[src/rtl/spi_link.sv]
// spi_link: oversampled SPI slave (mode 0) with a command FIFO for received
// words, a return FIFO feeding MISO, and sticky error flags.
module spi_link #(
    parameter int unsigned       WORD_W    = 8,
    parameter int unsigned       CMD_DEPTH = 4,
    parameter int unsigned       RET_DEPTH = 4,
    parameter logic              CS_ACTIVE = 1'b1,
    parameter logic [WORD_W-1:0] FILL      = {WORD_W{1'b1}}
) (
    input  logic              clk,
    input  logic              rst_n,
    input  logic              spi_clk,
    input  logic              spi_cs,
    input  logic              spi_mosi,
    output logic              spi_miso,
    output logic              spi_miso_oe,
    output logic [WORD_W-1:0] command_data,
    output logic              command_valid,
    input  logic              command_ready,
    input  logic [WORD_W-1:0] return_data,
    input  logic              return_push,
    output logic              return_full,
    output logic              rx_overflow,
    output logic              tx_underflow,
    output logic              frame_abort,
    input  logic              status_clear
);

    localparam int unsigned BW  = (WORD_W > 2) ? $clog2(WORD_W) : 1;
    localparam int unsigned CAW = $clog2(CMD_DEPTH);
    localparam int unsigned RAW = $clog2(RET_DEPTH);
    localparam int unsigned CPW = CAW + 1;
    localparam int unsigned RPW = RAW + 1;

    // After reset the synchronisers need three cycles before cs_act reflects
    // the pin; a CS already active then is treated as a frame already in
    // progress and ignored until it goes inactive.
    typedef enum logic [2:0] {
        ST_FILL0,
        ST_FILL1,
        ST_FILL2,
        ST_BLOCKED,
        ST_IDLE,
        ST_FRAME
    } state_e;

    state_e state_q, state_d;

    logic sclk_meta_q, sclk_sync_q, sclk_prev_q;
    logic cs_meta_q, cs_sync_q;
    logic mosi_meta_q, mosi_sync_q;

    logic [BW-1:0]     bit_cnt_q, bit_cnt_d;
    logic [WORD_W-1:0] rx_shift_q, rx_shift_d;
    logic [WORD_W-1:0] tx_shift_q, tx_shift_d;
    logic              load_pend_q, load_pend_d;
    logic              rx_overflow_q, rx_overflow_d;
    logic              tx_underflow_q, tx_underflow_d;
    logic              frame_abort_q, frame_abort_d;

    logic [WORD_W-1:0] cmd_mem_q [CMD_DEPTH];
    logic [CPW-1:0]    cmd_wr_q, cmd_wr_d, cmd_rd_q, cmd_rd_d;
    logic [WORD_W-1:0] ret_mem_q [RET_DEPTH];
    logic [RPW-1:0]    ret_wr_q, ret_wr_d, ret_rd_q, ret_rd_d;

    logic cs_act, sclk_rise, sclk_fall;
    logic frame_start, frame_end;
    logic in_frame, rx_rise, tx_fall, word_done;
    logic [WORD_W-1:0] rx_word;
    logic cmd_full, cmd_empty, cmd_pop, cmd_push, rx_drop;
    logic ret_full, ret_empty, ret_pop, ret_wr, tx_load;

    // Two-flop synchronisers plus an edge-detect flop on spi_clk
    always_ff @(posedge clk) begin
        if (!rst_n) begin
            sclk_meta_q <= 1'b0;
            sclk_sync_q <= 1'b0;
            sclk_prev_q <= 1'b0;
            cs_meta_q   <= ~CS_ACTIVE;
            cs_sync_q   <= ~CS_ACTIVE;
            mosi_meta_q <= 1'b0;
            mosi_sync_q <= 1'b0;
        end else begin
            sclk_meta_q <= spi_clk;
            sclk_sync_q <= sclk_meta_q;
            sclk_prev_q <= sclk_sync_q;
            cs_meta_q   <= spi_cs;
            cs_sync_q   <= cs_meta_q;
            mosi_meta_q <= spi_mosi;
            mosi_sync_q <= mosi_meta_q;
        end
    end

    assign cs_act    = (cs_sync_q == CS_ACTIVE);
    assign sclk_rise = sclk_sync_q & ~sclk_prev_q;
    assign sclk_fall = ~sclk_sync_q & sclk_prev_q;

    // Frame state register
    always_ff @(posedge clk) begin
        if (!rst_n) state_q <= ST_FILL0;
        else        state_q <= state_d;
    end

    // Frame tracking: start on cs_act rising, end on cs_act falling
    always_comb begin
        state_d     = state_q;
        frame_start = 1'b0;
        frame_end   = 1'b0;
        case (state_q)
            ST_FILL0:   state_d = ST_FILL1;
            ST_FILL1:   state_d = ST_FILL2;
            ST_FILL2:   state_d = cs_act ? ST_BLOCKED : ST_IDLE;
            ST_BLOCKED: if (!cs_act) state_d = ST_IDLE;
            ST_IDLE: begin
                if (cs_act) begin
                    state_d     = ST_FRAME;
                    frame_start = 1'b1;
                end
            end
            ST_FRAME: begin
                if (!cs_act) begin
                    state_d   = ST_IDLE;
                    frame_end = 1'b1;
                end
            end
            default:    state_d = ST_FILL0;
        endcase
    end

    assign in_frame  = (state_q == ST_FRAME) && cs_act;
    assign rx_rise   = in_frame & sclk_rise;
    assign tx_fall   = in_frame & sclk_fall;
    assign word_done = rx_rise && (bit_cnt_q == BW'(WORD_W - 1));
    assign rx_word   = {rx_shift_q[WORD_W-2:0], mosi_sync_q};

    assign cmd_empty = (cmd_wr_q == cmd_rd_q);
    assign cmd_full  = (cmd_wr_q[CAW] != cmd_rd_q[CAW]) &&
                       (cmd_wr_q[CAW-1:0] == cmd_rd_q[CAW-1:0]);
    assign cmd_pop   = ~cmd_empty & command_ready;
    assign cmd_push  = word_done & (~cmd_full | cmd_pop);
    assign rx_drop   = word_done & cmd_full & ~cmd_pop;

    assign ret_empty = (ret_wr_q == ret_rd_q);
    assign ret_full  = (ret_wr_q[RAW] != ret_rd_q[RAW]) &&
                       (ret_wr_q[RAW-1:0] == ret_rd_q[RAW-1:0]);
    assign tx_load   = frame_start | (tx_fall & load_pend_q);
    assign ret_pop   = tx_load & ~ret_empty;
    assign ret_wr    = return_push & ~ret_full;

    // Shift registers, bit counter, FIFO pointers and sticky flags
    always_comb begin
        bit_cnt_d      = bit_cnt_q;
        rx_shift_d     = rx_shift_q;
        tx_shift_d     = tx_shift_q;
        load_pend_d    = load_pend_q;
        cmd_wr_d       = cmd_wr_q;
        cmd_rd_d       = cmd_rd_q;
        ret_wr_d       = ret_wr_q;
        ret_rd_d       = ret_rd_q;
        rx_overflow_d  = rx_drop | (rx_overflow_q & ~status_clear);
        tx_underflow_d = (tx_load & ret_empty) | (tx_underflow_q & ~status_clear);
        frame_abort_d  = (frame_end && (bit_cnt_q != '0)) |
                         (frame_abort_q & ~status_clear);

        if (frame_end) begin
            bit_cnt_d   = '0;
            load_pend_d = 1'b0;
            tx_shift_d  = FILL;
        end else begin
            if (rx_rise) begin
                rx_shift_d = rx_word;
                bit_cnt_d  = word_done ? '0 : bit_cnt_q + BW'(1);
            end
            if (word_done) begin
                load_pend_d = 1'b1;
            end else if (tx_fall) begin
                load_pend_d = 1'b0;
            end
            if (tx_load) begin
                tx_shift_d = ret_empty ? FILL : ret_mem_q[ret_rd_q[RAW-1:0]];
            end else if (tx_fall) begin
                tx_shift_d = {tx_shift_q[WORD_W-2:0], 1'b0};
            end
        end

        if (cmd_push) cmd_wr_d = cmd_wr_q + CPW'(1);
        if (cmd_pop)  cmd_rd_d = cmd_rd_q + CPW'(1);
        if (ret_wr)   ret_wr_d = ret_wr_q + RPW'(1);
        if (ret_pop)  ret_rd_d = ret_rd_q + RPW'(1);
    end

    // Datapath registers
    always_ff @(posedge clk) begin
        if (!rst_n) begin
            bit_cnt_q      <= '0;
            rx_shift_q     <= '0;
            tx_shift_q     <= FILL;
            load_pend_q    <= 1'b0;
            cmd_wr_q       <= '0;
            cmd_rd_q       <= '0;
            ret_wr_q       <= '0;
            ret_rd_q       <= '0;
            rx_overflow_q  <= 1'b0;
            tx_underflow_q <= 1'b0;
            frame_abort_q  <= 1'b0;
        end else begin
            bit_cnt_q      <= bit_cnt_d;
            rx_shift_q     <= rx_shift_d;
            tx_shift_q     <= tx_shift_d;
            load_pend_q    <= load_pend_d;
            cmd_wr_q       <= cmd_wr_d;
            cmd_rd_q       <= cmd_rd_d;
            ret_wr_q       <= ret_wr_d;
            ret_rd_q       <= ret_rd_d;
            rx_overflow_q  <= rx_overflow_d;
            tx_underflow_q <= tx_underflow_d;
            frame_abort_q  <= frame_abort_d;
        end
    end

    // Command FIFO storage
    always_ff @(posedge clk) begin
        if (cmd_push) cmd_mem_q[cmd_wr_q[CAW-1:0]] <= rx_word;
    end

    // Return FIFO storage
    always_ff @(posedge clk) begin
        if (ret_wr) ret_mem_q[ret_wr_q[RAW-1:0]] <= return_data;
    end

    assign command_data  = cmd_mem_q[cmd_rd_q[CAW-1:0]];
    assign command_valid = ~cmd_empty;
    assign return_full   = ret_full;
    assign spi_miso      = tx_shift_q[WORD_W-1];
    assign spi_miso_oe   = cs_act;
    assign rx_overflow   = rx_overflow_q;
    assign tx_underflow  = tx_underflow_q;
    assign frame_abort   = frame_abort_q;

endmodule
[config.mk]
export PLATFORM = sky130hd
export DESIGN_NAME = spi_link
export DESIGN_NICKNAME = d
export VERILOG_FILES = /design/src/rtl/spi_link.sv
export SDC_FILE = /design/constraint.sdc
export NUM_CORES = 1
export LEC_CHECK = 0
export CAP_MARGIN = 20
export CORE_MARGIN = 4
export CORE_UTILIZATION = 55
export CTS_CLUSTER_DIAMETER = 150
export DETAILED_ROUTE_END_ITERATION = 8
export PLACE_DENSITY = 0.73
export SLEW_MARGIN = 20
export SYNTH_ARGS = -nofsm -noshare
export SYNTH_HDL_FRONTEND = slang
export SYNTH_SLANG_ARGS = --single-unit
[constraint.sdc]
create_clock -name clk -period 4.9 [get_ports clk]
set_input_delay 0.735 -clock clk [delete_from_list [all_inputs] [get_ports clk]]
set_output_delay 0.735 -clock clk [all_outputs]
set_load 0.05 [all_outputs]
==> parameters.txt <==
Parameter                              Value

Status
  Outcome ... finished, final reports clean

Pwr
  Leakage power ... 0.00173 uW
  Switching power total ... roughly 350 uW
  Sw Share ... 21.4%
  Clock network power share ... between 30% and 40%
  Comb pwr share ... ~4.5%
  Internal power ... between 1000 and 1500 uW
  Reg power frac ... just over 60%
  Power density over the cells ... around 330 mW/mm^2
  Max IR drop VDD ... about 0.18 mV

Floorplanning
  Starting density of the core ... between 50% and 60%
  Die Y ... 98.4 microns
  Number of top-level pins ... 31
  Area of the core ... 0.00785 sq mm
  Overall die area ... 0.00968 sq mm
  Width of the chip ... roughly 100 microns
  Number of placement rows ... 32

Final layout
  Ratio of cells with drive above 1 in the final layout ... between 10% and 20%
  Antenna cell count ... 0
  Finished Cell Area ... 0.00506 sq mm
  Post-layout nets ... between 300 and 400
  Area growth, synth to finish ... 12.7%
  Final cell count without fillers ... 454

Synth
  Synthesized area per cell ... approximately 14 sq um
  Count of flip-flops with a built-in enable after synthesis ... 64
  Dominant synthesized flop cell ... sky130_fd_sc_hd__edfxtp_1
  Sequential area share after synthesis ... 64.1%
  Post-synthesis register bit count ... around 110
  Number of distinct library cells after synthesis ... 42
  Cells after Synth ... 320
  Syn nets ... approximately 350
  Warning count from the yosys run ... 0
  Async SR Flop Fraction ... 0%
  Synthesized area ... roughly 0.0045 sq mm

Clock network
  Clk buf depth ... 2
  Hold buffer count at CTS ... 0
  H-tree level count ... 3
  Clock latency on the worst-skew pair ... approximately 0.36 ns
  Total number of clock tree sinks ... between 100 and 150
  Number of buffers created by CTS ... 9
  Clock slew at reported path FFs ... roughly 0.10 ns
  Clock tree from TritonCTS ... done
  Post_cts resized ... 0
  Post-CTS Setup Repair Bufs ... 0
  Clock root cell ... sky130_fd_sc_hd__clkbuf_8

Setup path
  Cell with the biggest individual delay on the critical path ... sky130_fd_sc_hd__clkdlybuf4s50_1
  FF-to-FF path depth ... 5
  Required time of the critical path ... 4.16 ns
  Startpoint Class ... flip-flop
  Setup crit end kind ... primary output
  Worst R2R Start ... spi_miso_oe
  Cell family with the largest share of critical-path delay ... buffers and inverters
  Worst path buffer plus inverter count ... 1
  Worst Setup Path Type ... flip-flop to primary output
  Max stage delay on crit path ... about 0.71 ns
  Largest fanout on the critical path ... 8
  Worst reg-to-reg setup slack ... about 2.6 ns
  Arrival time at the worst endpoint ... 2.33 ns
  List of cells traversed by the critical path ... mux4_2 > clkdlybuf4s50_1
  End of the worst register-to-register path ... cmd_mem_q[1][5]

Placement
  Worst-case setup slack after placement ... approximately 2.0 ns
  Hpwl dp ... around 5.2 mm
  Placer Congestion ... around 0.78
  Number of placed instances with taps included ... around 440
  Placed cell area ... 0.00486 sq mm
  Port-buffer cells ... 30

Timing
  Unrepaired setup endpoints after global routing ... false
  Final setup viols ... 0
  Post-route clock skew ... around 0.011 ns
  Setup slack of the critical path after layout ... 1.84 ns
  Maximum frequency from static timing analysis ... between 0.3 and 0.4 GHz
  Transition time at the pin with the least slew margin ... 0.769 ns
  Setup total negative slack ... 0 ns
  Final max-slew violation count ... 0
  Max-slew headroom ... about half
  Crit path time final ... ~3.1 ns
  Number of failing hold endpoints at the final stage ... 0
  Ratio of final minimum period to clock period ... between 60 and 70%

Global route
  Global route overflow ... 0
  Number of antenna violations at the first check in global routing ... 0
  All-Layer GR Usage ... around 16%
  Via count of the first global-routing pass ... around 2,500
  First-pass GRT wire length ... around 12 mm
  Maximum number of pins on one net before global-route repair ... 25

Run
  Number of maximum-capacitance constraint violations ... 0

Detailed routing
  Total vias in the final route ... roughly 2,500
  Routed WL ... just over 7 mm
  Residual DRC count ... 0
  Router iterations before antenna repair ... 4
  Routed Antenna Nets ... 0
  Wirelength per Cell ... between 15 and 20 microns
  Average via count per standard cell ... 5.47
  Number of DRC markers after the initial detailed-route iteration ... 95

Worst hold path
  Hold-critical path depth ... 1
  Hold path endpoint ... spi_miso_oe
  Startpoint of the lowest-slack hold path ... cs_meta_q
  Type of the worst min-delay path ... flip-flop to flip-flop
[layout by cell type, fill, tap and decap left out, types with 3 or more instances in the layout]
master | Yosys | final
sky130_fd_sc_hd__edfxtp_1 | 64 | 64
sky130_fd_sc_hd__dfxtp_1 | 48 | 48
sky130_fd_sc_hd__clkdlybuf4s50_1 | 0 | 30
sky130_fd_sc_hd__nor2_1 | 28 | 28
sky130_fd_sc_hd__mux2i_1 | 17 | 17
sky130_fd_sc_hd__mux4_2 | 16 | 16
sky130_fd_sc_hd__a21oi_1 | 15 | 15
sky130_fd_sc_hd__and2_1 | 14 | 14
sky130_fd_sc_hd__nand2_1 | 14 | 14
sky130_fd_sc_hd__ha_1 | 13 | 13
sky130_fd_sc_hd__inv_1 | 11 | 11
sky130_fd_sc_hd__o31ai_1 | 10 | 10
sky130_fd_sc_hd__clkbuf_8 | 0 | 10
sky130_fd_sc_hd__nor3_1 | 9 | 9
sky130_fd_sc_hd__xor2_1 | 6 | 6
sky130_fd_sc_hd__nand2b_1 | 5 | 5
sky130_fd_sc_hd__xnor2_1 | 4 | 4
sky130_fd_sc_hd__o21ai_0 | 4 | 4
sky130_fd_sc_hd__nand3_1 | 3 | 3
[registers in the layout (all words and copies together) (netlist names), named ones only]
register	flops
bit_cnt_q	3
cmd_mem_q	32
cmd_rd_q	3
cmd_wr_q	3
cs_meta_q	1
frame_abort	1
load_pend_q	1
mosi_meta_q	1
mosi_sync_q	1
ret_mem_q	32
ret_rd_q	3
ret_wr_q	3
rx_overflow	1
rx_shift_q	7
sclk_meta_q	1
sclk_prev_q	1
sclk_sync_q	1
spi_miso_oe	1
state_q	3
tx_shift_q	8
tx_underflow	1
[power by group through the flow]
| stage | clock [uW] | sequential [uW] | combinational (uW) |
|---|---|---|---|
| 3_3_place_gp | 0 | 1050 | 73.9 |
| 5_1_grt | 606 | 1030 | 83.7 |
| 3_5_place_dp | 0 | 1050 | 75.5 |
| 2_1_floorplan | 0 | 1040 | 52.3 |
| 6_report | 551 | 1030 | 74.6 |
| 4_1_cts | 565 | 1030 | 75.8 |
[through the flow]
step	hold slack (ns)	power, uW	utilization [%]
after floorplan	0.412	1090	-
after global placement	0.414	1120	61.9
after detailed placement	0.419	1120	61.9
after CTS	0.448	1670	64.5
after global routing	0.466	1720	64.5
final	0.441	1650	64.5
[per-layer routing]
| metal | global-route usage [%] | part of all wire [%] | up-vias | routed length (microns) |
|---|---|---|---|---|
| li1 | - | - | 1219 | - |
| met1 | 19.6 | 42 | 1226 | 3040 |
| met2 | 28.0 | 54 | 30 | 3870 |
| met3 | 2.97 | 3.0 | 7 | 214 |
| met4 | 6.09 | 1.3 | 0 | 96 |
| met5 | 0 | 0 | - | 0 |
[cell families after synthesis]
logic type / Yosys count / synth area share [%]
muxes: 33 / 11.8
xor gates and xnor gates: 10 / 1.95
buffers and inverters: 28 / 2.76
DFF: 112 / 64.1
adders and majority gates: 13 / 3.62
and+or+nand+nor: 85 / 10.0
AOI/OAI and AO/OA: 39 / 5.71
[worst register-to-register path, stage by stage (launching register included)]
cell and delay (ns):
sky130_fd_sc_hd__dfxtp_1 0.53, sky130_fd_sc_hd__nand4b_1 0.22, sky130_fd_sc_hd__nor3b_2 0.21, sky130_fd_sc_hd__buf_4 0.25, sky130_fd_sc_hd__and3b_1 0.30, sky130_fd_sc_hd__and2_1 0.42
[cell usage after synthesis (all sizes together) (10+ instances only)]
cell type | number | share of area, %
buf | 10 | 1.3
nor3 | 10 | 1.2
mux4 | 16 | 8.0
ha | 13 | 3.6
nand2 | 14 | 1.2
nor2 | 28 | 2.3
inv | 11 | 0.92
and2 | 14 | 1.9
a21oi | 15 | 1.7
dfxtp | 48 | 21
mux2i | 17 | 3.8
o31ai | 10 | 1.7
edfxtp | 64 | 43
[final cells by class]
| cell class | count | area, sq um |
|---|---|---|
| multi-input combinational | 180 | 1490 |
| fill | 607 | 2780 |
| clock buffer | 10 | 138 |
| clock inverter | 6 | 67.6 |
| inverter | 12 | 45.0 |
| sequential | 112 | 2880 |
| timing repair buffer | 32 | 315 |
| tap | 102 | 128 |
[how the worst max path moves through the flow]
stage,endpoint,from,cells past startpoint
after floorplan,cmd_mem_q[0][0],spi_miso_oe,5
after global placement,ret_wr_q[1],rst_n,3
after detailed placement,ret_wr_q[1],rst_n,3
after CTS,command_data[6],flip-flop,2
after global routing,command_data[6],flip-flop,2
final,command_data[6],flip-flop,2
(Power assumes the default switching activity.)
